<file path="src/rtl/gf180mcu_osu_sc_gp12t3v3__elastic_buf_if.sv">
// Handshake bundle for the elastic buffer: producer side (A*), consumer side (Y*)
// and occupancy status. master = the surrounding logic, slave = the buffer.
interface gf180mcu_osu_sc_gp12t3v3__elastic_buf_if #(
    parameter int WIDTH = 8,
    parameter int DEPTH = 4
) ();
    localparam int CW = $clog2(DEPTH + 1);

    logic [WIDTH-1:0] A;
    logic             A_VALID;
    logic             A_READY;
    logic [WIDTH-1:0] Y;
    logic             Y_VALID;
    logic             Y_READY;
    logic [CW-1:0]    COUNT;
    logic             FULL;
    logic             EMPTY;

    modport master (
        output A, A_VALID, Y_READY,
        input  A_READY, Y, Y_VALID, COUNT, FULL, EMPTY
    );

    modport slave (
        input  A, A_VALID, Y_READY,
        output A_READY, Y, Y_VALID, COUNT, FULL, EMPTY
    );
endinterface

</file>
<file path="src/rtl/gf180mcu_osu_sc_gp12t3v3__elastic_buf.sv">
// WIDTH x DEPTH elastic buffer with valid/ready on both sides; optional
// zero-latency fall-through when empty (PASS=1).
module gf180mcu_osu_sc_gp12t3v3__elastic_buf #(
    parameter int WIDTH = 8,
    parameter int DEPTH = 4,
    parameter int PASS  = 0
) (
    input  logic CLK,
    input  logic RST,
    gf180mcu_osu_sc_gp12t3v3__elastic_buf_if.slave bus
);
    localparam int PW = $clog2(DEPTH);
    localparam int CW = $clog2(DEPTH + 1);

    logic [WIDTH-1:0] mem_q [DEPTH];
    logic [PW-1:0]    wr_ptr_q, wr_ptr_d;
    logic [PW-1:0]    rd_ptr_q, rd_ptr_d;
    logic [CW-1:0]    count_q, count_d;

    logic             full, empty, a_ready, y_valid;
    logic [WIDTH-1:0] y;
    logic             push, pop, bypass, store, pop_stored;

    always_comb begin
        full    = (count_q == CW'(DEPTH));
        empty   = (count_q == '0);
        a_ready = !full && !RST;
        push    = bus.A_VALID && a_ready;

        // In fall-through mode an empty buffer exposes the producer directly.
        if ((PASS != 0) && empty) begin
            y_valid = bus.A_VALID && !RST;
            y       = RST ? '0 : bus.A;
        end else begin
            y_valid = !empty;
            y       = empty ? '0 : mem_q[rd_ptr_q];
        end

        pop        = y_valid && bus.Y_READY;
        bypass     = (PASS != 0) && empty && push && bus.Y_READY;
        store      = push && !bypass;
        pop_stored = pop && !empty;

        wr_ptr_d = store      ? wr_ptr_q + PW'(1) : wr_ptr_q;
        rd_ptr_d = pop_stored ? rd_ptr_q + PW'(1) : rd_ptr_q;

        count_d = count_q;
        if (store && !pop_stored) begin
            count_d = count_q + CW'(1);
        end else if (pop_stored && !store) begin
            count_d = count_q - CW'(1);
        end
    end

    always_ff @(posedge CLK) begin
        if (RST) begin
            wr_ptr_q <= '0;
            rd_ptr_q <= '0;
            count_q  <= '0;
        end else begin
            wr_ptr_q <= wr_ptr_d;
            rd_ptr_q <= rd_ptr_d;
            count_q  <= count_d;
        end
    end

    // Storage is deliberately left unreset; occupancy alone decides what is valid.
    always_ff @(posedge CLK) begin
        if (store) begin
            mem_q[wr_ptr_q] <= bus.A;
        end
    end

    assign bus.A_READY = a_ready;
    assign bus.Y       = y;
    assign bus.Y_VALID = y_valid;
    assign bus.COUNT   = count_q;
    assign bus.FULL    = full;
    assign bus.EMPTY   = empty;
endmodule

</file>
<file path="src/flat_wrapper.sv">
// flat-port wrapper written by rule: the top's interface ports become plain ports
module gf180mcu_osu_sc_gp12t3v3__elastic_buf_flat 
#(
    parameter int WIDTH = 8,
    parameter int DEPTH = 4,
    parameter int PASS  = 0
)
  (CLK, RST, bus_A, bus_A_VALID, bus_Y_READY, bus_A_READY, bus_Y, bus_Y_VALID, bus_COUNT, bus_FULL, bus_EMPTY);
  gf180mcu_osu_sc_gp12t3v3__elastic_buf_if #(.WIDTH(WIDTH), .DEPTH(DEPTH)) bus_i ();
  input  logic CLK;
  input  logic RST;
  input wire logic [$bits(bus_i.A)-1:0] bus_A;
  input wire logic [$bits(bus_i.A_VALID)-1:0] bus_A_VALID;
  input wire logic [$bits(bus_i.Y_READY)-1:0] bus_Y_READY;
  output wire logic [$bits(bus_i.A_READY)-1:0] bus_A_READY;
  output wire logic [$bits(bus_i.Y)-1:0] bus_Y;
  output wire logic [$bits(bus_i.Y_VALID)-1:0] bus_Y_VALID;
  output wire logic [$bits(bus_i.COUNT)-1:0] bus_COUNT;
  output wire logic [$bits(bus_i.FULL)-1:0] bus_FULL;
  output wire logic [$bits(bus_i.EMPTY)-1:0] bus_EMPTY;
  assign bus_i.A = bus_A;
  assign bus_i.A_VALID = bus_A_VALID;
  assign bus_i.Y_READY = bus_Y_READY;
  assign bus_A_READY = bus_i.A_READY;
  assign bus_Y = bus_i.Y;
  assign bus_Y_VALID = bus_i.Y_VALID;
  assign bus_COUNT = bus_i.COUNT;
  assign bus_FULL = bus_i.FULL;
  assign bus_EMPTY = bus_i.EMPTY;
  gf180mcu_osu_sc_gp12t3v3__elastic_buf #(.WIDTH(WIDTH), .DEPTH(DEPTH), .PASS(PASS)) u_core (.CLK(CLK), .RST(RST), .bus(bus_i));
endmodule
</file>
<file path="config.mk">
export PLATFORM = sky130hd
export DESIGN_NAME = gf180mcu_osu_sc_gp12t3v3__elastic_buf_flat
export DESIGN_NICKNAME = d
export VERILOG_FILES = /design/src/rtl/gf180mcu_osu_sc_gp12t3v3__elastic_buf_if.sv /design/src/rtl/gf180mcu_osu_sc_gp12t3v3__elastic_buf.sv /design/src/flat_wrapper.sv
export SDC_FILE = /design/constraint.sdc
export NUM_CORES = 1
export LEC_CHECK = 0
export ABC_AREA = 1
export CAP_MARGIN = 15
export CORE_AREA = 2 2 61 63
export DETAILED_ROUTE_END_ITERATION = 10
export DIE_AREA = 0 0 63 65
export DONT_BUFFER_PORTS = 1
export PLACE_DENSITY_LB_ADDON = 0.05
export SYNTH_ARGS = -nofsm -noshare
export SYNTH_HDL_FRONTEND = slang
export SYNTH_SLANG_ARGS = --single-unit
</file>
<file path="constraint.sdc">
create_clock -name CLK -period 1.67 [get_ports CLK]
set_input_delay 0.4175 -clock CLK [delete_from_list [all_inputs] [get_ports CLK]]
set_output_delay 0.4175 -clock CLK [all_outputs]
set_load 0.02 [all_outputs]
</file>
==> run_results.csv, run 1 <==
group,metric,value,unit
run_status,outcome,"finished with violations",
run_status,violations,"negative setup slack",
sta,hold_violations,0,
clock_tree,htreeDepth,2,
power_and_ir_drop,total_power,0.00394,W
grt,antenna_found_initial,0,
critical_path,cp_max_fo,6,
sta,clock_skew,0.00969,ns
routing,routed_wl,3.53,mm
sta,setup_violations,11,
cells_and_area,mostFrequentLayoutCells,"edfxtp_1, nor2_1, buf_4",
sta,relSlewSlack,86.1,%
synth,synth-seq-cells,41,
die,chipHeight,65,um
sta,worst_slew_pin_slew,0.206,ns
worst_hold_path,hold_path.class,"in -> reg",
cells_and_area,fillCellCount,291,
clock_tree,cts_root_buf,"clkbuf_4",
placement,dp_hpwl,2.44,mm
grt,grt_pass1_wl,5.55,mm
grt,track_usage,18.6,%
die,start_util,51.5,%
die,ios,27,
power_and_ir_drop,cellLeakagePower,0.879,nW
critical_path,cp_slowest_cell,"dfxtp_4",
grt,grt_pass1_vias,1272,
critical_path,cp-end-kind,"primary output",
routing,drc,0,
clock_tree,path_clk_slew,0.11,ns
placement,portBuffers,0,
synth,yosysSeqAreaShare,63.4,%
grt,grt_max_degree,17,
sta,post-route-period-util,109,%
critical_path,path_cells,"buf_6 -> nor2_1 -> nor2_1 -> o21ai_1 -> a21oi_1 -> buf_4",
cells_and_area,drive_above_1_share,38.0,%
synth,avgSynthCellArea,10.9,um^2
placement,place_ws,-0.0354,ns
power_and_ir_drop,p_per_area,1750,nW/um^2
sta,fmax,548,MHz
clock_tree,cts_inserted_buffers,5,
cells_and_area,syn_to_final_growth,25.2,%
placement,place_congestion,0.691,
clock_tree,cts.sink_count,41,
synth,yosysTopAreaCellShare,53.4,%
die,die_area,4100,um^2
synth,netlist_instances,165,
critical_path,critPathRequiredTime,1.25,ns
cells_and_area,final_area,2250,um^2
critical_path,cp-start-kind,"flip-flop",
sta,min_period,1.83,ns
grt,overflow,0,
sta,final-max-slew-violation-count,0,
die,coreArea,3500,um^2
power_and_ir_drop,peakVddDrop,1.25,mV
cells_and_area,fin_nets,217,
placement,placed_area,2000,um^2
sta,holdWs,0.118,ns
clock_tree,cts_tree,"done",
synth,synth_area,1800,um^2
cells_and_area,antenna-diode-count,0,
cells_and_area,seq_area,1150,um^2
cells_and_area,multiInputGateArea,604,um^2
cells_and_area,layout_commonest_cell,"edfxtp_1",
routing,post_drt_wl_per_cell,14.2,um
critical_path,cpPeakStageDelay,0.42,ns
routing,drtIter0Drc,23,
clock_tree,insertion_delay,0.34,ns
die,die_w,63,um
routing,ant_nets,0,
synth,ys_types,21,
routing,routed_via_density,4.84,
run,maxCapViolations,0,
critical_path,path_class,"reg -> out",
synth,synth.area.top_cells,"edfxtp_1, dfxtp_1, nor2_1, nor2_2, ha_1",
die,fp-row-count,22,
critical_path,crit_buf_inv,2,
critical_path,crit_family,"flip-flops",
routing,drt_first_pass_iters,4,
critical_path,worstPathArrival,1.41,ns
critical_path,critical_path.most_common_cell,"nor2_1",
routing,num_vias,1201,
sta,worst_slack,-0.155,ns
synth,synth_fp_nets,183,
sta,grt_setup_unrepaired,"true",
synth,yosys.area.top_type,"edfxtp_1",
clock_tree,cts_buffer_depth,2,
synth,yosys_warnings,0,
cell type report:
| type | count | area share (%) |
|---|---|---|
| clock buffer | 6 | 1.83 |
| clock inverter | 2 | 1.50 |
| inverter | 19 | 3.94 |
| multi-input combinational | 101 | 26.8 |
| sequential | 41 | 51.2 |
| tap | 48 | 2.66 |
| timing repair buffer | 30 | 11.5 |
| timing repair inverter | 1 | 0.499 |
where the power goes:
group	total [W]	switching, W	internal (W)
Clock	0.000606	0.000294	0.000312
Combinational	0.00202	0.00114	0.000875
Sequential	0.00132	0.0000849	0.00123
Total	0.00394	0.00152	0.00242
final timing paths:
path	start	endpoint	slack, ns	cells after the start
worst max-delay path	flip-flop	bus_Y[5]	-0.16	6
worst min-delay path	RST	u_core.bus.COUNT[0]	0.12	1
worst max register to register	u_core.bus.COUNT[1]	u_core.bus.COUNT[2]	-0.07	13
worst min register to register	u_core.rd_ptr_q[0]	u_core.rd_ptr_q[0]	0.51	2
metal layers:
| layer | track usage (%) | share of wire (%) | vias to the layer above |
|---|---|---|---|
| met4 | 5.83 | 1.4 | 0 |
| met2 | 36.6 | 55 | 27 |
| li1 | - | - | 617 |
| met1 | 17.3 | 38 | 552 |
| met3 | 7.29 | 6.5 | 5 |
| met5 | 0 | 0 | - |
repair_timing:
| item | CTS | global route |
|---|---|---|
| resized for setup | 30 | 11 |
| buffers inserted | 2 | 5 |
| gates cloned | 1 | 0 |
| setup endpoints to repair | 12 | 11 |
| hold buffers | 0 | 0 |
| pin swaps | 7 | 8 |
synth_stat cells, drive strengths merged:
| cell type | number |
|---|---|
| a21oi | 11 |
| buf | 4 |
| dfxtp | 9 |
| edfxtp | 32 |
| fa | 1 |
| ha | 5 |
| inv | 19 |
| nand2 | 16 |
| nand3 | 5 |
| nand4 | 1 |
| nor2 | 44 |
| o21ai | 17 |
| xor2 | 1 |
kinds of logic (layout without fill, tap and decap cells):
| kind of cell | after synthesis | count (layout) | synth area share [%] |
|---|---|---|---|
| buf+inv | 23 | 58 | 6.74 |
| flops | 41 | 41 | 63.4 |
| fa+ha+maj | 6 | 6 | 4.59 |
| compound gates | 28 | 28 | 7.78 |
| simple gates | 66 | 66 | 17.0 |
| xor+xnor | 1 | 1 | 0.487 |
per-stage QoR:
stage	setup TNS (ns)	utilization (%)	cells
after floorplan	-0.00325	-	165
after global placement	0	57.3	232
after detailed placement	-0.0700	57.3	232
after CTS	-1.25	62.6	243
after global routing	-2.28	64.5	248
final	-1.18	64.5	248
state kept, by name, summed over array words and instances (netlist names), named ones only:
signal	flops
u_core.bus.COUNT	3
u_core.mem_q	32
u_core.rd_ptr_q	2
u_core.wr_ptr_q	2
Power figures use the tool's default switching activity.
==> inputs of run 2 (changes only) <==
--- a/config.mk
+++ b/config.mk
@@ -11,7 +11,9 @@
 export DETAILED_ROUTE_END_ITERATION = 10
 export DIE_AREA = 0 0 63 65
 export DONT_BUFFER_PORTS = 1
-export PLACE_DENSITY_LB_ADDON = 0.05
+export PLACE_DENSITY = 0.7
+export SETUP_SLACK_MARGIN = 0.5
+export SLEW_MARGIN = 25
 export SYNTH_ARGS = -nofsm -noshare
 export SYNTH_HDL_FRONTEND = slang
 export SYNTH_SLANG_ARGS = --single-unit
==> run_results.csv, run 2 (synthesized netlist as in run 1, its figures left out) <==
group,metric,value,unit
grt,grt_pass1_wl,5.95,mm
cells_and_area,fillCellCount,235,
grt,overflow,0,
cells_and_area,drive_above_1_share,52.7,%
die,fp-row-count,22,
placement,dp_cells,225,
routing,drt_first_pass_iters,5,
routing,routed_wl,3.86,mm
sta,worst_slack,-0.170,ns
clock_tree,cts_inserted_buffers,5,
cells_and_area,utilization,72.6,%
cells_and_area,top_register,"u_core.mem_q",
clock_tree,hold_buffers,0,
routing,post_drt_wl_per_cell,15.5,um
run_status,violations,"negative setup slack",
sta,min_period,1.84,ns
clock_tree,cts.sink_count,41,
grt,gr-usage-met3,5.56,%
critical_path,cp_max_fo,4,
placement,place_congestion,0.748,
worst_hold_path,hold_path.class,"in -> reg",
run,maxCapViolations,0,
power_and_ir_drop,peakVddDrop,1.33,mV
grt,track_usage,19.6,%
cells_and_area,antenna-diode-count,0,
power_and_ir_drop,cellLeakagePower,0.924,nW
die,chipHeight,65,um
sta,setup_violations,11,
sta,post-route-period-util,110,%
critical_path,path_class,"reg -> out",
cells_and_area,fin_nets,218,
die,ios,27,
critical_path,worstPathArrival,1.42,ns
die,die_area,4100,um^2
grt,grtUsageMet2,36.0,%
clock_tree,path_clk_slew,0.11,ns
grt,grt_max_degree,17,
critical_path,critPathRequiredTime,1.25,ns
placement,dp_hpwl,2.34,mm
sta,hold_violations,0,
run_status,outcome,"finished with violations",
routing,drc,0,
placement,portBuffers,0,
cells_and_area,syn_to_final_growth,40.9,%
sta,grt_setup_unrepaired,"true",
clock_tree,cts_buffer_depth,2,
grt,grt.busiest_layer,"met2",
clock_tree,cts_root_buf,"clkbuf_4",
sta,worst_slew_pin_slew,0.271,ns
grt,antenna_found_initial,0,
sta,relSlewSlack,82.0,%
critical_path,cp-end-kind,"primary output",
critical_path,cp-start-kind,"flip-flop",
routing,routed_via_density,5.16,
clock_tree,cts_tree,"done",
sta,clock_skew,0.00703,ns
die,coreArea,3500,um^2
sta,final-max-slew-violation-count,0,
grt,grt_pass1_vias,1343,
routing,num_vias,1285,
cells_and_area,mostFrequentLayoutCells,"edfxtp_1, nor2_2, buf_6",
grt,grt_use_met1,18.7,%
routing,drtIter0Drc,49,
cells_and_area,largest_reg_flops,32,
cells_and_area,layout_commonest_cell,"edfxtp_1",
sta,fmax,543,MHz
die,die_w,63,um
power_and_ir_drop,p_per_area,1670,nW/um^2
clock_tree,insertion_delay,0.34,ns
clock_tree,htreeDepth,2,
routing,ant_nets,0,
die,start_util,51.5,%
cells_and_area,stdcell_count,249,
## run 2: changes by cell type in the layout (fill, tap and decap cells not counted), moves of 3 or more
| cell | previous run | this run |
|---|---|---|
| a21oi_1 | 8 | 3 |
| o21ai_2 | 0 | 8 |
| nor2_4 | 2 | 8 |
| buf_4 | 23 | 9 |
| o21ai_1 | 14 | 9 |
| a21oi_4 | 0 | 6 |
| buf_6 | 6 | 18 |
| nor2_2 | 12 | 19 |
| nor2_1 | 30 | 17 |
| o21ai_0 | 3 | 0 |
## run 2: through the flow
| stage | worst slack, ns | cell area [um^2] | setup TNS [ns] | hold slack (ns) | power (W) |
|---|---|---|---|---|---|
| 6_report | -0.170 | 2540 | -1.40 | 0.124 | 0.00424 |
| 5_1_grt | -0.256 | 2540 | -2.23 | 0.111 | 0.00447 |
| 3_3_place_gp | 0.0638 | 2060 | 0 | 0.477 | 0.00289 |
| 4_1_cts | -0.158 | 2310 | -1.16 | 0.125 | 0.00391 |
| 3_5_place_dp | 0.000951 | 2060 | 0 | 0.486 | 0.00294 |
| 2_1_floorplan | 0.0167 | 1930 | 0 | 0.459 | 0.00263 |
## run 2: where the power goes
| part | leakage (nW) | internal (W) | switching [W] | total [W] |
|---|---|---|---|---|
| logic | 0.524 | 0.00102 | 0.00140 | 0.00241 |
| registers | 0.367 | 0.00124 | 0.0000913 | 0.00133 |
| clock network | 0.0326 | 0.000208 | 0.000292 | 0.000500 |
## run 2: layout make-up
class / instances / area (um^2) / area share [%]
Sequential cell: 41 / 1160 / 45.6
Multi-Input combinational cell: 101 / 779 / 30.7
Timing Repair Buffer: 31 / 345 / 13.6
Inverter: 19 / 128 / 5.03
Tap cell: 48 / 60.1 / 2.37
Clock buffer: 8 / 58.8 / 2.32
Timing Repair inverter: 1 / 8.76 / 0.345
## run 2: repair_timing
| item | 4_1_cts | 5_1_grt |
|---|---|---|
| setup buffers | 7 | 8 |
| gates resized for setup | 30 | 56 |
| pin swaps | 10 | 19 |
| gates cloned | 1 | 0 |
| setup endpoints to repair | 50 | 54 |
## run 2: final timing paths
check,from,end,slack (ns),cells after the start
setup reg to reg,u_core.bus.COUNT[1],u_core.bus.COUNT[2],-0.10,11
hold / removal,RST,u_core.bus.COUNT[0],0.12,1
hold reg to reg,u_core.rd_ptr_q[1],flip-flop,0.51,2
setup / recovery,flip-flop,bus_Y[0],-0.17,6
## run 2: critical path, stage by stage, from the launching register on
cell	delay (ns)
dfxtp_4	0.39
buf_6	0.11
buf_6	0.11
nor2_2	0.04
nor2_1	0.08
o21ai_1	0.08
a21oi_2	0.26
## run 2: per-layer routing
layer | share of wire, % | routed length [um]
met2 | 54 | 2090
met5 | 0 | 0
met1 | 35 | 1360
met4 | 4.6 | 176
met3 | 5.9 | 227
==> inputs of run 3 (changes only) <==
--- a/config.mk
+++ b/config.mk
@@ -11,7 +11,7 @@
 export DETAILED_ROUTE_END_ITERATION = 10
 export DIE_AREA = 0 0 63 65
 export DONT_BUFFER_PORTS = 1
-export PLACE_DENSITY = 0.7
+export PLACE_DENSITY = 0.66
 export SETUP_SLACK_MARGIN = 0.5
 export SLEW_MARGIN = 25
 export SYNTH_ARGS = -nofsm -noshare
==> run_results.csv, run 3 (synthesized netlist as in run 1, its figures left out) <==
group,metric,value,unit
run_status,outcome,"finished with violations",
run_status,violations,"negative setup slack",
cells_and_area,top_register,"u_core.mem_q",
clock_tree,insertion_delay,0.34,ns
critical_path,worstPathArrival,2.08,ns
power_and_ir_drop,total_power,0.00432,W
placement,portBuffers,0,
critical_path,cp-end-kind,"flip-flop",
critical_path,cp-start-kind,"flip-flop",
placement,dp_hpwl,2.39,mm
clock_tree,path_clk_slew,0.11,ns
sta,fmax,548,MHz
critical_path,cp_max_fo,3,
cells_and_area,layout_commonest_cell,"edfxtp_1",
routing,post_drt_wl_per_cell,16.1,um
placement,placed_area,2050,um^2
clock_tree,cts_root_buf,"clkbuf_4",
clock_tree,cts_buffer_depth,2,
die,ios,27,
clock_tree,cts.sink_count,41,
grt,grt_max_degree,17,
grt,overflow,0,
sta,worst_slew_pin_slew,0.345,ns
die,start_util,51.5,%
worst_hold_path,hold_depth,1,
sta,min_period,1.82,ns
die,coreArea,3500,um^2
cells_and_area,fin_nets,214,
routing,routed_wl,3.94,mm
sta,worst_slack,-0.155,ns
critical_path,path_class,"reg -> reg",
routing,routed_via_density,5.08,
power_and_ir_drop,cellLeakagePower,0.906,nW
power_and_ir_drop,p_per_area,1730,nW/um^2
sta,clock_skew,0.0101,ns
clock_tree,cts_inserted_buffers,5,
cells_and_area,final_area,2500,um^2
cells_and_area,mostFrequentLayoutCells,"edfxtp_1, nor2_1, buf_6",
placement,place_ws,0.0253,ns
cells_and_area,syn_to_final_growth,38.9,%
routing,num_vias,1245,
power_and_ir_drop,peakVddDrop,1.22,mV
grt,grt_pass1_vias,1297,
sta,final-max-slew-violation-count,0,
placement,place_congestion,0.756,
sta,setup_violations,12,
sta,hold_violations,0,
die,die_w,63,um
routing,drc,0,
sta,post-route-period-util,109,%
sta,grt_setup_unrepaired,"true",
sta,relSlewSlack,76.8,%
clock_tree,htreeDepth,2,
sta,holdWs,0.111,ns
cells_and_area,largest_reg_flops,32,
clock_tree,hold_buffers,0,
routing,drtIter0Drc,37,
die,die_area,4100,um^2
grt,antenna_found_initial,0,
routing,drt_first_pass_iters,4,
worst_hold_path,hold_path.class,"in -> reg",
critical_path,reg2reg_depth,14,
run,maxCapViolations,0,
clock_tree,cts_tree,"done",
cells_and_area,antenna-diode-count,0,
routing,ant_nets,0,
die,chipHeight,65,um
grt,track_usage,19.9,%
grt,grt_pass1_wl,5.87,mm
critical_path,critPathRequiredTime,1.92,ns
cells_and_area,drive_above_1_share,49.2,%
die,fp-row-count,22,
[run 3: cell type report]
type                    count  area [um^2]
well taps                  48         60.1
clock inverters             2         35.0
multi-input cells         101          781
flip-flops and latches     41         1150
repair inverters            1         8.76
fillers                   249          995
repair buffers             27          312
inverters                  19          109
clock buffers               6         41.3
[run 3: report_power, final]
part / internal, W / switching, W
Sequential: 0.00123 / 0.000109
Combinational: 0.000967 / 0.00140
Clock: 0.000314 / 0.000300
[run 3: stage by stage]
stage	util (%)	TNS [ns]	cells
3_5_place_dp	58.6	0	222
5_1_grt	71.5	-2.45	245
3_3_place_gp	58.6	0	222
4_1_cts	67.3	-1.09	239
6_report	71.5	-1.31	245
2_1_floorplan	-	0	165
[run 3: final timing paths]
check,start,slack (ns),end
worst min register to register,u_core.wr_ptr_q[1],0.51,u_core.wr_ptr_q[1]
worst max-delay path,u_core.bus.COUNT[1],-0.15,u_core.bus.COUNT[2]
worst max register to register,u_core.bus.COUNT[1],-0.15,u_core.bus.COUNT[2]
worst min-delay path,RST,0.11,flip-flop
[run 3: worst max-delay path, cell delays in order, from the launching register on]
cell	delay [ns]
dfxtp_4	0.39
nor2_4	0.06
buf_12	0.12
nand2_8	0.08
nand3_4	0.09
inv_4	0.07
ha_4	0.15
inv_4	0.04
fa_2	0.38
inv_2	0.07
nand2_2	0.05
nand3_2	0.06
nand2_1	0.05
nand2_1	0.07
nor2_1	0.04
[run 3: routing by layer]
layer / global-route usage (%) / share of wire [%] / up-vias
met5: 0 / 0 / -
met4: 8.33 / 2.5 / 0
met3: 8.16 / 6.4 / 8
met2: 37.8 / 55 / 32
met1: 18.8 / 36 / 594
li1: - / - / 611
[run 3: what timing repair did]
action | in CTS | in global routing
setup endpoints to repair | 50 | 54
pin swaps | 14 | 12
gates cloned | 1 | 0
buffers inserted | 8 | 6
resized for setup | 41 | 29
